`src/rtl/seq_pkg.sv`:
```
// Shared types and control encodings for the fetch sequencer.
package seq_pkg;

  typedef enum logic [1:0] {
    FETCH_L,
    FETCH_H,
    EXEC,
    HALT
  } state_t;

  localparam logic [2:0] ARF_SEL_PC_ONLY = 3'b011;
  localparam logic [2:0] ARF_SEL_NONE    = 3'b111;
  localparam logic [1:0] ARF_FUN_INC     = 2'b01;
  localparam logic [1:0] ARF_OUTD_PC     = 2'b00;
  localparam logic       MEM_CS_ACTIVE   = 1'b0;
  localparam logic       MEM_RD          = 1'b0;

endpackage

```
`src/rtl/sequence_counter.sv`:
```
// One-hot timing step register: clear to T[0], hold, or shift left.
module sequence_counter #(
  parameter int unsigned W = 12
) (
  input  logic         clk_i,
  input  logic         clear_i,
  input  logic         hold_i,
  input  logic         advance_i,
  output logic [W-1:0] t_o,
  output logic         at_last_o
);

  logic [W-1:0] t_q, t_d;

  always_comb begin
    t_d = t_q;
    if (clear_i) begin
      t_d = W'(1);
    end else if (hold_i) begin
      t_d = t_q;
    end else if (advance_i) begin
      t_d = {t_q[W-2:0], 1'b0};
    end
  end

  always_ff @(posedge clk_i) begin
    t_q <= t_d;
  end

  assign t_o       = t_q;
  assign at_last_o = t_q[W-1];

endmodule

```
`src/rtl/fetch_sequencer.sv`:
```
// Fetch/timing controller: two-cycle IR fetch, then execute steps.
// FETCH_SEQ_INSTR_COUNT_EN builds the retired-instruction counter.
module fetch_sequencer
  import seq_pkg::*;
#(
  parameter int unsigned T_WIDTH   = 12,
  parameter int unsigned CNT_WIDTH = 16
) (
  input  logic                 Clock,
  input  logic                 Reset,
  input  logic                 Stall,
  input  logic                 T_Reset,
  input  logic                 Halt_Req,
  output logic [T_WIDTH-1:0]   T,
  output logic                 IR_Write,
  output logic                 IR_LH,
  output logic                 Mem_CS,
  output logic                 Mem_WR,
  output logic [1:0]           ARF_OutDSel,
  output logic [2:0]           ARF_RegSel,
  output logic [1:0]           ARF_FunSel,
  output logic                 Decode_Valid,
  output logic                 Halted,
  output logic                 Timeout,
  output logic [CNT_WIDTH-1:0] Instr_Count
);

  state_t state_q, state_d;
  logic   adv, clr, retire, tmo;
  logic   at_last;
  logic   timeout_q;
  logic   fetch;

  sequence_counter #(
    .W(T_WIDTH)
  ) u_seq_cnt (
    .clk_i    (Clock),
    .clear_i  (Reset | clr),
    .hold_i   (Stall),
    .advance_i(adv),
    .t_o      (T),
    .at_last_o(at_last)
  );

  always_ff @(posedge Clock) begin
    if (Reset) begin
      state_q <= FETCH_L;
    end else begin
      state_q <= state_d;
    end
  end

  // Halt beats T_Reset, and T_Reset beats a last-step timeout.
  always_comb begin
    state_d = state_q;
    adv     = 1'b0;
    clr     = 1'b0;
    retire  = 1'b0;
    tmo     = 1'b0;
    if (!Stall) begin
      unique case (state_q)
        FETCH_L: begin
          state_d = FETCH_H;
          adv     = 1'b1;
        end
        FETCH_H: begin
          state_d = EXEC;
          adv     = 1'b1;
        end
        EXEC: begin
          if (Halt_Req) begin
            state_d = HALT;
            retire  = 1'b1;
          end else if (T_Reset) begin
            state_d = FETCH_L;
            clr     = 1'b1;
            retire  = 1'b1;
          end else if (at_last) begin
            state_d = HALT;
            tmo     = 1'b1;
          end else begin
            adv = 1'b1;
          end
        end
        HALT: begin
          state_d = HALT;
        end
      endcase
    end
  end

  always_ff @(posedge Clock) begin
    if (Reset) begin
      timeout_q <= 1'b0;
    end else if (tmo) begin
      timeout_q <= 1'b1;
    end
  end

  always_comb begin
    fetch       = ((state_q == FETCH_L) ||
                   (state_q == FETCH_H)) && !Stall;
    IR_Write    = fetch;
    IR_LH       = fetch && (state_q == FETCH_H);
    Mem_CS      = fetch ? MEM_CS_ACTIVE : ~MEM_CS_ACTIVE;
    Mem_WR      = MEM_RD;
    ARF_OutDSel = ARF_OUTD_PC;
    ARF_RegSel  = fetch ? ARF_SEL_PC_ONLY : ARF_SEL_NONE;
    ARF_FunSel  = ARF_FUN_INC;
  end

  assign Decode_Valid = (state_q == EXEC) && T[2];
  assign Halted       = (state_q == HALT);
  assign Timeout      = timeout_q;

`ifdef FETCH_SEQ_INSTR_COUNT_EN
  logic [CNT_WIDTH-1:0] count_q;

  always_ff @(posedge Clock) begin
    if (Reset) begin
      count_q <= '0;
    end else if (retire) begin
      count_q <= count_q + CNT_WIDTH'(1);
    end
  end

  assign Instr_Count = count_q;
`else
  logic unused_retire;
  assign unused_retire = retire;
  assign Instr_Count   = '0;
`endif

endmodule

```
`config.mk`:
```
export PLATFORM = sky130hd
export DESIGN_NAME = fetch_sequencer
export DESIGN_NICKNAME = d
export VERILOG_FILES = /design/src/rtl/seq_pkg.sv /design/src/rtl/sequence_counter.sv /design/src/rtl/fetch_sequencer.sv
export SDC_FILE = /design/constraint.sdc
export NUM_CORES = 1
export LEC_CHECK = 0
export ABC_AREA = 1
export BUFFER_PORTS_ARGS = -buffer_cell sky130_fd_sc_hd__buf_2
export CAP_MARGIN = 20
export CORE_MARGIN = 2
export CORE_UTILIZATION = 44
export CTS_CLUSTER_DIAMETER = 30
export DETAILED_ROUTE_END_ITERATION = 16
export PLACE_DENSITY_LB_ADDON = 0.25
export SLEW_MARGIN = 5
export SYNTH_ARGS = -nofsm -noshare
export SYNTH_HDL_FRONTEND = slang
export SYNTH_SLANG_ARGS = --single-unit
```
`constraint.sdc`:
```
create_clock -name Clock -period 1.2 [get_ports Clock]
set_input_delay 0.18 -clock Clock [delete_from_list [all_inputs] [get_ports Clock]]
set_output_delay 0.18 -clock Clock [all_outputs]
set_load 0.02 [all_outputs]
```
### After elaboration in Yosys (flattened, before gate mapping)

Index checks and enable logic that the tools add are counted.

* flip-flop bits (word level): 15
* latch bits: 0
* bits in writable memories: 0
* memory bits (read-only): 0
* input port bits: 5
* output and inout bits: 42
* logic and storage cells: 38
* memories: 0

* $add $sub $neg: 0
* $mul: 0
* div/mod/pow operators: 0
* order comparisons: 0
* equality and inequality tests: 4
* shift-type cells: 0
* mux-type cells: 20
* bitwise logic cells: 2
* reduce and logical (&&, ||, !) cells: 9

Operator list (count)
* $mux W1: 14
* $pmux W2 S4: 1
* $mux W2: 3
* $eq A2 B2 Y1 const B: 2
* $ne A4 B3 Y1 const B: 1
* $reduce_and A2 Y1: 2
* $logic_and A1 B1 Y1: 3
* $mux W3: 1
* $eq A2 B1 Y1 const B: 1
* $logic_not A2 Y1: 1
* $pmux W1 S2: 1
* $reduce_or A2 Y1: 1
* $logic_not A1 Y1: 1
* $logic_or A1 B1 Y1: 1
* $not A1 Y1: 1
* $or A1 B1 Y1: 1

### Longest topological paths before layout

* word-level depth: 6
* mapped depth: 9
* mapped depth without buffers: 7

### By module

From an unflattened synthesis, not the netlist that was laid out.

* cells, all modules: 135
* area total of the unflattened synthesis: 907.1 um2

Modules (own cells, without submodules)
* sequence_counter: instances 1, cells each 77, area an instance 524.3 um2, sequential area each 240.2 um2
* fetch_sequencer: instances 1, cells each 58, area an instance 382.9 um2, sequential area each 60.1 um2

### Worst setup path after synthesis

OpenSTA, ideal clock, no wires.

* kind: register -> register
* from: register state_q[1]
* to: register u_seq_cnt.t_q[11] (netlist: u_seq_cnt.t_o[11])
* setup time: 0.062 ns
* arrival time: 1.180 ns
* data required time: 1.138 ns
* slack: -0.042 ns
* cell stages (with the launch flop): 8
* path buffers: 2
* period minus slack after synthesis: 1.242 ns
* cell sequence: dfxtp_1 -> buf_6 -> nor2_2 -> inv_2 -> nand2_2 -> buf_6 -> nor2_1 -> nor2_2

* longest elaborated chain between the ends: 5
* elaborated cells between the ends (all ways): 10
* classes of those cells: eq/ne (2); mux (4); bitwise (1); reduce/logical (3)

RTL lines
* from (decl): RTL line fetch_sequencer.sv:28 `state_t state_q, state_d;`
* from (signal assigned): RTL line fetch_sequencer.sv:49 `state_q <= state_d;`
* $eq A2 B1 Y1 / $logic_not A2 Y1 (equally long branches): RTL line fetch_sequencer.sv:61 `unique case (state_q)`
* $reduce_or A2 Y1 (no source line)
* $pmux W1 S2: RTL line fetch_sequencer.sv:61
* $mux W1: RTL line fetch_sequencer.sv:60 `if (!Stall) begin`
* $reduce_and A2 Y1 (no source line)
* to (signal assigned): RTL line sequence_counter.sv:27 `t_q <= t_d;`
* to (decl): RTL line sequence_counter.sv:13 `logic [W-1:0] t_q, t_d;`

Several ways; a longest one is shown, not always the timed one.
A chain may end at the register's enable or synchronous reset.

### Worst setup path in the final report

* from: register state_q[1]
* to: output IR_LH

* longest elaborated chain between the ends: 4
* elaborated cells between the ends (all ways): 5
* classes of those cells: eq/ne (1); reduce/logical (4)

RTL lines
* $eq A2 B1 Y1 / $logic_not A2 Y1 (equally long branches): RTL line fetch_sequencer.sv:102, fetch_sequencer.sv:104, fetch_sequencer.sv:101
* $logic_or A1 B1 Y1: RTL line fetch_sequencer.sv:101 `fetch = ((state_q == FETCH_L) ||`
* $logic_and A1 B1 Y1: RTL line fetch_sequencer.sv:102 `(state_q == FETCH_H)) && !Stall;`
* $logic_and A1 B1 Y1 (*): RTL line fetch_sequencer.sv:104 `IR_LH = fetch && (state_q == FETCH_H);`
* to (decl): RTL line fetch_sequencer.sv:16 `output logic IR_LH,`

Mark *: on every way between the ends. The rest lies on a longest branch, timed or not.

==> results by group <==
Yosys
  – Share of async-settable or async-resettable flops after synthesis: 0%
  – Count of state elements after synthesis: 15
  – Leading cell types by total area after synthesis: sky130_fd_sc_hd__dfxtp_1 (32%), sky130_fd_sc_hd__buf_4 (20%), sky130_fd_sc_hd__nor2_1 (10%)
  – Library cell with the highest instance count after synthesis: sky130_fd_sc_hd__nor2_1
  – Mean Syn Cell Area: 6.863 um^2
  – Cell taking the most area after synthesis: sky130_fd_sc_hd__dfxtp_1
  – Count of flip-flops with a built-in enable after synthesis: 0
  – Leading register cell type out of synthesis: sky130_fd_sc_hd__dfxtp_1
  – Leading cell types by count after synthesis: sky130_fd_sc_hd__nor2_1 (26), sky130_fd_sc_hd__buf_4 (25), sky130_fd_sc_hd__inv_1 (18), sky130_fd_sc_hd__dfxtp_1 (15), sky130_fd_sc_hd__nand2_1 (15)
  – Warning count from the yosys run: 0
  – Synthesized instance count: 136
  – Post-synthesis instance area: 933.4 um^2
  – Post-synthesis sequential area ratio: 32.17%
  – Number of distinct library cells after synthesis: 17
  – Area fraction of the dominant cell type after synthesis: 32.17%

STA
  – Setup repair after global routing missed its margin: yes
  – Worst Slack Setup Final: -0.06906 ns
  – Maximum clock frequency: 0.7880 GHz
  – Final critical delay including setup and external delays: 1.269 ns
  – Final hold violation count: 0
  – Setup Skew: 0.003288 ns
  – Final worst path period share: 105.8%
  – Final Slew Violations: 0
  – Setup violators final: 4

Place
  – Number of port buffers: 23
  – Final HPWL DP: 1.213 mm
  – Global placer's final weighted congestion: 0.7737
  – Pre-CTS setup slack: -0.001069 ns
  – Placed cell areas: 950.9 um^2

Floorplanning
  – Die height: 50.06 um
  – Total die area: 2506 um^2
  – Total I/O pin count: 47
  – Width of the chip: 50.06 um
  – Floorplan core area: 1982 um^2
  – # rows: 16
  – Initial cell density of the core: 47.10%

Clocking
  – TritonCTS clock tree: built
  – Skew-Pair Late Insertion Delay: 0.29 ns
  – Number of H-tree branching levels: 1
  – Clk sink count: 15
  – Register clock-pin slew on the reported worst setup and hold paths: 0.09 ns
  – Total clock buffers created by CTS: 3
  – Root Buffer Master: sky130_fd_sc_hd__clkbuf_4
  – Number of buffers between clock root and the deepest sink: 2

Detailed routing
  – Total detailed-routing wirelength: 1.825 mm
  – Remaining design rule violation count: 0
  – Initial DRC count: 15
  – DRT Pass-1 Iters: 4
  – Number of nets with antenna violations after routing: 0
  – Detailed-route wire length per cell: 9.555 um
  – Detail-routed via count per cell: 4.251
  – Vias after detailed routing: 812

Finish
  – Number of antenna repair diodes: 0
  – Cell area after layout: 1136 um^2
  – Share of final-layout standard cells stronger than drive strength 1: 37.80%
  – NumNets Final: 170
  – Post-synthesis to final-layout area growth: 21.72%

Setup path
  – Largest fanout on the critical path: 4
  – Worst R2R Setup Slack: 0.04 ns
  – Worst reg-to-reg path cell count: 8
  – Required time of the worst setup path: 1.02 ns
  – Startpoint of the most critical register-to-register path: state_q[1]
  – Cell type group with the largest total delay on the critical path: flip-flops
  – Element type at the critical path start: flop
  – Critical path start-end classification: reg2out
  – WP data arrival: 1.09 ns
  – Crit-path most repeated cell: sky130_fd_sc_hd__buf_6
  – Highest-delay cell along the critical path: sky130_fd_sc_hd__dfxtp_2
  – Worst stage delay on the critical path: 0.33 ns
  – Bufs and invs on worst path: 3
  – Crit. End Element: output port
  – Worst reg2reg path endpoint: u_seq_cnt.t_o[3]
  – Cell breakdown of the critical path: buf_6 -> nor2_4 -> nand2_2 -> inv_2 -> buf_6

Global route
  – Number of global-route vias before repair: 628
  – Total global routing track utilization: 13.12%
  – GRT Residual Overflow: 0
  – Pin count of the biggest net entering global routing: 14
  – Busiest layer in global routing: met2
  – Global-route wire length before repair: 2.484 mm
  – Initial antenna violation count: 0
  – GRT met3 Usage: 5.758%
  – GR met2 Demand/Resource: 23.90%
  – Met1 track utilization from global routing: 13.12%

Min path
  – Hold-critical path endpoint: Timeout
  – Worst Hold Class: in2reg
  – Worst Min Path Start: Reset
  – Worst hold path cell count: 2

Run
  – Reported max-cap violation count: 0

Outcome
  – Result of the run: finished with violations
  – Violated checks: setup timing

Power
  – Static power due to leakage: 0.0006125 uW
  – Max IR drop VDD: 0.9582 mV
  – Cell area power density: 1117 nW/um^2
==> area by class of cell <==
| cell class | instances | area (um^2) |
|---|---|---|
| Timing Repair Buffer | 31 | 206.4 |
| Fill cell | 198 | 845.8 |
| Tap cell | 27 | 33.78 |
| Inverter | 21 | 78.83 |
| Clock inverter | 1 | 5.005 |
| Clock buffer | 3 | 22.52 |
| Sequential cell | 15 | 302.8 |
| Multi-Input combinational cell | 93 | 486.7 |
==> metal layers <==
| metal | wire, um | vias to the layer above |
|---|---|---|
| met2 | 946 | 28 |
| met4 | 0 | 0 |
| met1 | 758 | 364 |
| met5 | 0 | - |
| met3 | 119 | 0 |
| li1 | - | 420 |
==> metrics by stage <==
step | utilization (%) | hold slack [ns] | total power (uW) | cells | TNS (ns)
finish | 57.32 | 0.06984 | 1269 | 191 | -0.1261
global route | 57.32 | 0.06761 | 1338 | 191 | -0.5899
CTS | 52.90 | 0.05918 | 1250 | 189 | -0.1345
detailed placement | 47.98 | 0.3758 | 917.2 | 180 | -0.001069
global placement | 47.98 | 0.3708 | 913.9 | 180 | 0
floorplan | - | 0.2491 | 912.3 | 157 | 0
==> registers in the layout, summed over array words and instances (netlist names) <==
name	cells
Timeout	1
state_q	2
u_seq_cnt.t_o	12
==> cell families after synthesis <==
group                  count (synthesis)  synth area share [%]
AND/OR/NAND/NOR                       64                 30.96
buffers and inverters                 51                 33.91
flip-flops                            15                 32.17
AO/OA/AOI/OAI                          4                 2.144
other                                  2                0.8046
==> worst reg2reg max path, stage by stage (launching register included) <==
cell and delay [ns]:
sky130_fd_sc_hd__dfxtp_2 0.34, sky130_fd_sc_hd__buf_4 0.11, sky130_fd_sc_hd__inv_2 0.03, sky130_fd_sc_hd__nor2_2 0.12
sky130_fd_sc_hd__nand3_4 0.13, sky130_fd_sc_hd__nand2_4 0.14, sky130_fd_sc_hd__nand3_1 0.08, sky130_fd_sc_hd__nand2_1 0.07
sky130_fd_sc_hd__nor2_1 0.04
==> timing repair <==
item	in CTS	in global routing
resized for setup	13	18
gates cloned	0	2
pin swaps	1	7
hold buffers	0	0
setup endpoints to repair	8	17
buffers inserted	5	0
==> report_power, final <==
group | total, uW | leakage, uW | internal (uW) | switching, uW
registers | 570 | 0.000125 | 539 | 31.0
logic | 402 | 0.000470 | 133 | 269
clock network | 297 | 0.0000177 | 124 | 173
==> layout by cell type, fill, tap and decap left out, types with 2 or more instances in the layout <==
cell type,count
sky130_fd_sc_hd__nor2_1,24
sky130_fd_sc_hd__dfxtp_1,13
sky130_fd_sc_hd__inv_1,16
sky130_fd_sc_hd__nand2_1,11
sky130_fd_sc_hd__dfxtp_2,2
sky130_fd_sc_hd__nand2_4,3
sky130_fd_sc_hd__buf_4,8
sky130_fd_sc_hd__and2_4,2
sky130_fd_sc_hd__nand3_2,4
sky130_fd_sc_hd__clkbuf_4,3
sky130_fd_sc_hd__conb_1,23
sky130_fd_sc_hd__nand4_1,2
sky130_fd_sc_hd__buf_2,18
sky130_fd_sc_hd__a21oi_1,3
sky130_fd_sc_hd__nor2_2,4
sky130_fd_sc_hd__inv_2,5
sky130_fd_sc_hd__nand2_2,4
sky130_fd_sc_hd__buf_6,5
sky130_fd_sc_hd__nand3_1,9
==> worst max path at each step <==
stage	startpoint	end	slack [ns]	depth (start not counted)
2_1_floorplan	state_q[1]	u_seq_cnt.t_o[11]	0.07	7
3_3_place_gp	state_q[1]	u_seq_cnt.t_o[11]	0.03	7
3_5_place_dp	state_q[0]	u_seq_cnt.t_o[11]	-0.001	6
4_1_cts	state_q[1]	IR_LH	-0.06	5
5_1_grt	state_q[1]	IR_LH	-0.10	5
6_report	state_q[1]	IR_LH	-0.07	5
(Power assumes the default switching activity.)
